**src/rtl/fetch_ctrl.sv**
```systemverilog
// Instruction fetch controller: computes the next PC and captures fetched instructions into the
// IF/ID pipeline register. It also handles stall, redirect and misaligned-target fault.
module fetch_ctrl #(
  parameter logic [31:0] NOP_INSTR = 32'h0000_0013,
  parameter int unsigned CNT_W     = 32
) (
  input  logic             clk,
  input  logic             rst,
  input  logic [31:0]      PC,
  input  logic [31:0]      imem_instr,
  input  logic             stall,
  input  logic             redirect_valid,
  input  logic [31:0]      redirect_target,
  output logic [31:0]      PC_Next,
  output logic [31:0]      ifid_instr,
  output logic [31:0]      ifid_pc,
  output logic [31:0]      ifid_pc_plus4,
  output logic             ifid_valid,
  output logic             fault,
  output logic [31:0]      fault_addr,
  output logic [CNT_W-1:0] fetch_count
);

  localparam logic [0:0] StRun   = 1'b0;
  localparam logic [0:0] StFault = 1'b1;

  localparam logic [CNT_W-1:0] CntOne = {{(CNT_W-1){1'b0}}, 1'b1};

  logic [0:0]       state_q, state_d;
  logic [31:0]      instr_q, instr_d;
  logic [31:0]      pc_q, pc_d;
  logic             valid_q, valid_d;
  logic             fault_q, fault_d;
  logic [31:0]      fault_addr_q, fault_addr_d;
  logic [CNT_W-1:0] count_q, count_d;

  logic        redir_misaligned;
  logic [31:0] pc_plus4;

  assign redir_misaligned = redirect_valid & (redirect_target[1:0] != 2'b00);
  assign pc_plus4         = PC + 32'd4;

  // The PC register has no enable, so holding means feeding PC back to itself.
  always_comb begin
    PC_Next = pc_plus4;
    if (state_q == StFault) begin
      PC_Next = PC;
    end else if (redir_misaligned) begin
      PC_Next = PC;
    end else if (redirect_valid) begin
      PC_Next = redirect_target;
    end else if (stall) begin
      PC_Next = PC;
    end
  end

  always_comb begin
    state_d      = state_q;
    instr_d      = instr_q;
    pc_d         = pc_q;
    valid_d      = valid_q;
    fault_d      = fault_q;
    fault_addr_d = fault_addr_q;
    count_d      = count_q;

    if (state_q == StRun) begin
      if (redir_misaligned) begin
        instr_d      = NOP_INSTR;
        valid_d      = 1'b0;
        fault_d      = 1'b1;
        fault_addr_d = redirect_target;
        state_d      = StFault;
      end else if (redirect_valid) begin
        // Flush: one bubble; ifid_pc keeps the last captured address.
        instr_d = NOP_INSTR;
        valid_d = 1'b0;
      end else if (!stall) begin
        instr_d = imem_instr;
        pc_d    = PC;
        valid_d = 1'b1;
        count_d = count_q + CntOne;
      end
    end
  end

  always_ff @(posedge clk) begin
    if (!rst) begin
      state_q      <= StRun;
      instr_q      <= NOP_INSTR;
      pc_q         <= 32'd0;
      valid_q      <= 1'b0;
      fault_q      <= 1'b0;
      fault_addr_q <= 32'd0;
      count_q      <= '0;
    end else begin
      state_q      <= state_d;
      instr_q      <= instr_d;
      pc_q         <= pc_d;
      valid_q      <= valid_d;
      fault_q      <= fault_d;
      fault_addr_q <= fault_addr_d;
      count_q      <= count_d;
    end
  end

  assign ifid_instr    = instr_q;
  assign ifid_pc       = pc_q;
  assign ifid_pc_plus4 = pc_q + 32'd4;
  assign ifid_valid    = valid_q;
  assign fault         = fault_q;
  assign fault_addr    = fault_addr_q;
  assign fetch_count   = count_q;

endmodule
```
**config.mk**
```make
export PLATFORM = sky130hd
export DESIGN_NAME = fetch_ctrl
export DESIGN_NICKNAME = d
export VERILOG_FILES = /design/src/rtl/fetch_ctrl.sv
export SDC_FILE = /design/constraint.sdc
export NUM_CORES = 1
export LEC_CHECK = 0
export CAP_MARGIN = 5
export CORE_ASPECT_RATIO = 1.1
export CORE_MARGIN = 2
export CORE_UTILIZATION = 34
export DETAILED_ROUTE_END_ITERATION = 8
export PLACE_DENSITY_LB_ADDON = 0.12
export SLEW_MARGIN = 20
export SYNTH_ARGS = -nofsm -noshare
export SYNTH_HDL_FRONTEND = slang
export SYNTH_SLANG_ARGS = --single-unit
```
**constraint.sdc**
```tcl
create_clock -name clk -period 5.1 [get_ports clk]
set_input_delay 1.275 -clock clk [delete_from_list [all_inputs] [get_ports clk]]
set_output_delay 1.275 -clock clk [all_outputs]
set_load 0.1 [all_outputs]
```
# Word level (Yosys, flattened, before mapping)
# Cells that the tools add are included.
# totals
reg_bits,131
# op_classes
n_addsub,3
n_eq_ne,1
mux,12
bitwise,5
n_reduce_logical,4
# ops
cell,n
$mux W32,7
$add A32 B3 Y32 const B,2
$add A32 B1 Y32 const B,1
$mux W1,5
$not A1 Y1,4
$reduce_and A2 Y1,2
$reduce_and A4 Y1,1
$ne A3 B1 Y1 const B,1
$reduce_bool A2 Y1,1
$and A1 B1 Y1,1

# Longest topological paths before layout
# Gate-level depths: netlist of the first run.
# logic_depth
ltp_word,5
depth_mapped,8

# Worst setup path after synthesis of the first run
# OpenSTA, ideal clock, no wires.
# synth_timing
path_kind,input-to-output
start,input port stall
end,output port PC_Next[20]
arrival_time_ns,4.751
setup_slack_ns,-0.926
path_stages,6
path_buffers,1
cell_sequence,buf_6 > nand4b_1 > nor3_1 > and2_1 > a211oi_1 > a311oi_1
# synth_via
elab_chain_cells,4
# synth_lines
item,line_no,text
start: declaration,11,"input logic stall,"
$mux W32,52,end else if (stall) begin
$mux W32,50,end else if (redirect_valid) begin
$mux W32,48,end else if (redir_misaligned) begin
$mux W32,46,if (state_q == StFault) begin
end: declaration,14,"output logic [31:0] PC_Next,"
# No other way between the ends.

# Final worst setup path of the first run
# layout_timing
start,input port PC[7]
end,output port PC_Next[21]
# layout_via
elab_chain_cells,5
# layout_lines
item,line_no,text
start: declaration,9,"input logic [31:0] PC,"
$add A32 B3 Y32,41,assign pc_plus4 = PC + 32'd4;
$mux W32,52,
$mux W32,50,
$mux W32,48,
$mux W32,46,
# No other way between the ends.

==> results of run 1 <==
[state kept, by name (all words and copies together) (netlist names)]
signal / flops
fault_addr: 32
fetch_count: 32
ifid_instr: 32
ifid_pc: 32
state_q: 1
fault: 1
ifid_valid: 1
[cell usage after synthesis, drive strengths merged, types with 8 or more instances]
cell	instances	area share, %
nand2	176	9.8
dfxtp	131	39
a21boi	70	7.8
clkbuf	48	2.7
nor2	45	2.5
xnor2	37	4.8
nor2b	33	3.1
a22oi	31	3.4
nand3	30	2.2
and2	29	2.7
o21ai	25	1.9
a21oi	24	1.8
nand4	24	2.2
nor3	15	1.2
xor2	14	1.8
nor4	12	1.3
or3	12	1.1
and3	9	0.83
and4	9	1.2
o22ai	9	0.83
inv	8	0.44
[metal layers]
metal / vias up / global-route usage [%]
met5: - / 0
met1: 3331 / 28.6
met2: 273 / 37.9
met4: 0 / 8.21
met3: 32 / 6.78
li1: 3554 / -
[kinds of logic (layout without fill, tap and decap cells)]
family | after synthesis | count (layout) | synth area share [%]
flip-flops | 131 | 131 | 38.8
AND/OR/NAND/NOR | 408 | 408 | 29.6
XOR/XNOR | 51 | 51 | 6.61
AO/OA/AOI/OAI | 196 | 196 | 20.3
adder cells (fa/ha/maj) | 3 | 3 | 0.556
other | 0 | 1 | 0
buffers and inverters | 62 | 352 | 3.82
multiplexers | 2 | 2 | 0.296
[worst reg2reg max path, cell delays in order, from the launching register on]
cell and delay (ns):
dfxtp_1 0.39, or3_2 0.52, buf_4 0.26, nor3_1 0.34, nand3_1 0.29, or3_1 0.42, a21boi_0 0.16
[power groups by stage]
stage	logic (mW)	registers [mW]	clock network, mW
after floorplan	0.451	1.37	0
after global placement	1.08	1.11	0
after detailed placement	1.08	1.11	0
after CTS	1.08	1.09	1.28
after global routing	1.12	1.10	1.32
final	1.08	1.09	1.25
[through the flow]
stage               hold WS, ns  cells  worst slack (ns)  area [um^2]
detailed placement        0.452   1363             0.283        10300
global placement          0.446   1363             0.319        10300
global route              0.481   1395             0.100        10900
floorplan                 0.790    853            0.0121         6810
finish                    0.463   1396             0.231        10900
CTS                       0.466   1395             0.268        10900
[worst paths after layout]
| kind | end | slack [ns] | from | depth (start not counted) |
|---|---|---|---|---|
| setup / recovery | PC_Next[21] | 0.23 | PC[7] | 7 |
| hold / removal | fault_addr[18]$_SDFFE_PN0P_ | 0.46 | fault_addr[18]$_SDFFE_PN0P_ | 2 |
| setup reg to reg | fetch_count[31]$_SDFFE_PN0P_ | 2.64 | state_q$_SDFF_PN0_ | 6 |
| hold reg to reg | fault_addr[18]$_SDFFE_PN0P_ | 0.46 | fault_addr[18]$_SDFFE_PN0P_ | 2 |
[area by class of cell]
| type | count | area (um^2) | share of cell area, % |
|---|---|---|---|
| multi-input cells | 660 | 3940 | 36.3 |
| clock inverters | 15 | 171 | 1.58 |
| clock buffers | 17 | 425 | 3.91 |
| inverters | 8 | 30.0 | 0.276 |
| well taps | 252 | 315 | 2.90 |
| diodes | 1 | 2.50 | 0.0230 |
| repair buffers | 312 | 3370 | 31.0 |
| flip-flops and latches | 131 | 2620 | 24.1 |
==> metrics.txt, run 1 <==
proportion of power drawn by combinational gates=between 30% and 40%; Worst EP required=3.83 ns; Final min period=4.87 ns; Worst path top cell family by delay=buffers and inverters; library cells used by synthesis=54; met2 WL post-DR=11700 um; clock latency on the worst-skew pair=0.42 ns; CTS sink cnt=131; max-slew violations=0; Top Metal Used=met4; power per cell area=around 310 nW/um^2; Final Hold Vio Count=0; DIE AREA=21000 um^2; EDFF count, synth=0; Worst Skew=0.00802 ns; Layout Utilization=between 50% and 60%; switching part of the total=a little under two fifths; Max stage delay on crit path=0.58 ns; Setup violations, final=0; met1 wire length=10200 um; Cells after Synth=853; Clock Path Buffers=2; RSZ-0062 raised after global routing=no; Mapped Area=~6800 um^2; layout filler cell count=1881; commonest non-fill, non-tap cell in the layout=clkdlybuf4s50_1; Clk network pwr share=36.5%; crit share post-route=95.5%; initial antenna violation count=1; CTS buffer count=17; Post-synth ARST share=0%; DRC viols=0; clock transition at the registers of the reported paths=0.06 ns; critical path peak fanout=10; crit-path cells=clkdlybuf4s50_1, nand3_1, or3_1, o41ai_1, a21oi_1, a21oi_1, buf_12; Core ar.=19700 um^2; CTS tree=built; Max Cap Violations=0; Root Buffer=clkbuf_16; cell mode on critical path=a21oi_1; post-route ant nets=0; Die Y=152 um; Setup Fix Bufs, Post-CTS=0; Synthesized Nets=about 960; Crit. End Element=primary output; commonest non-fill, non-tap cells in the layout=clkdlybuf4s50_1 (250), nand2_1 (176), dfxtp_1 (131); Switching Power=1.30 mW; Slew @ Worst Pin=1.02 ns; status=finished clean; Synth Register Bits=131; H-tree depth=4; CTS resizes=0; vias=7190; Yosys warnings=0; GRT Residual Overflow=0; DR iter-0 viols=528; relative slew slack=31.9%; routability cong.=0.894; post-DP HPWL=18000 um; per-cell routed wire length=between 15 and 20 um; Routed WL=24500 um; first-pass GRT wire length=approximately 40000 um; vias in the first global route=6977; part of the Yosys area used for sequential elements=38.8%; Mean Syn Cell Area=7.92 um^2; IO Pins=294; # port buffers=between 200 and 300; drt pass-1 iters=5; largest net degree at the start of global routing=99; P_int=2.11 mW; vias per cell=5.15; critical path type=in2out; P&R area growth vs syn=61.1%; proportion of layout cells with a drive suffix above 1=10.2%; sequential power share=a little under a third; maximum vdd drop=219 uV; total design power=3.42 mW; worst path bufs/invs=2; met3 WL=roughly 1900 um; Initial Util=approximately 34%; Cell Rows=54; Post-CTS Hold Buffers=0; Max Clock Freq=0.205 GHz; gr usage total=23.0%; CP startpoint kind=input pin; Critical Path AT=3.59 ns; Final nets=1233; Max stage delay cell, worst path=or3_1; hold crit path type=reg2reg; Setup TNS=0 ns; Top FF cell, synth=dfxtp_1; die width=138 um; Lkg Pwr=just under 4 nW
Power figures use the tool's default switching activity.
==> run 2: changes to the inputs <==
--- a/config.mk
+++ b/config.mk
@@ -9,6 +9,7 @@
 export CORE_ASPECT_RATIO = 1.1
 export CORE_MARGIN = 2
 export CORE_UTILIZATION = 34
+export CTS_CLUSTER_SIZE = 25
 export DETAILED_ROUTE_END_ITERATION = 8
 export PLACE_DENSITY_LB_ADDON = 0.12
 export SLEW_MARGIN = 20
==> results of run 2 <==
The final DEF is identical to that of run 1; final timing and power are the same.
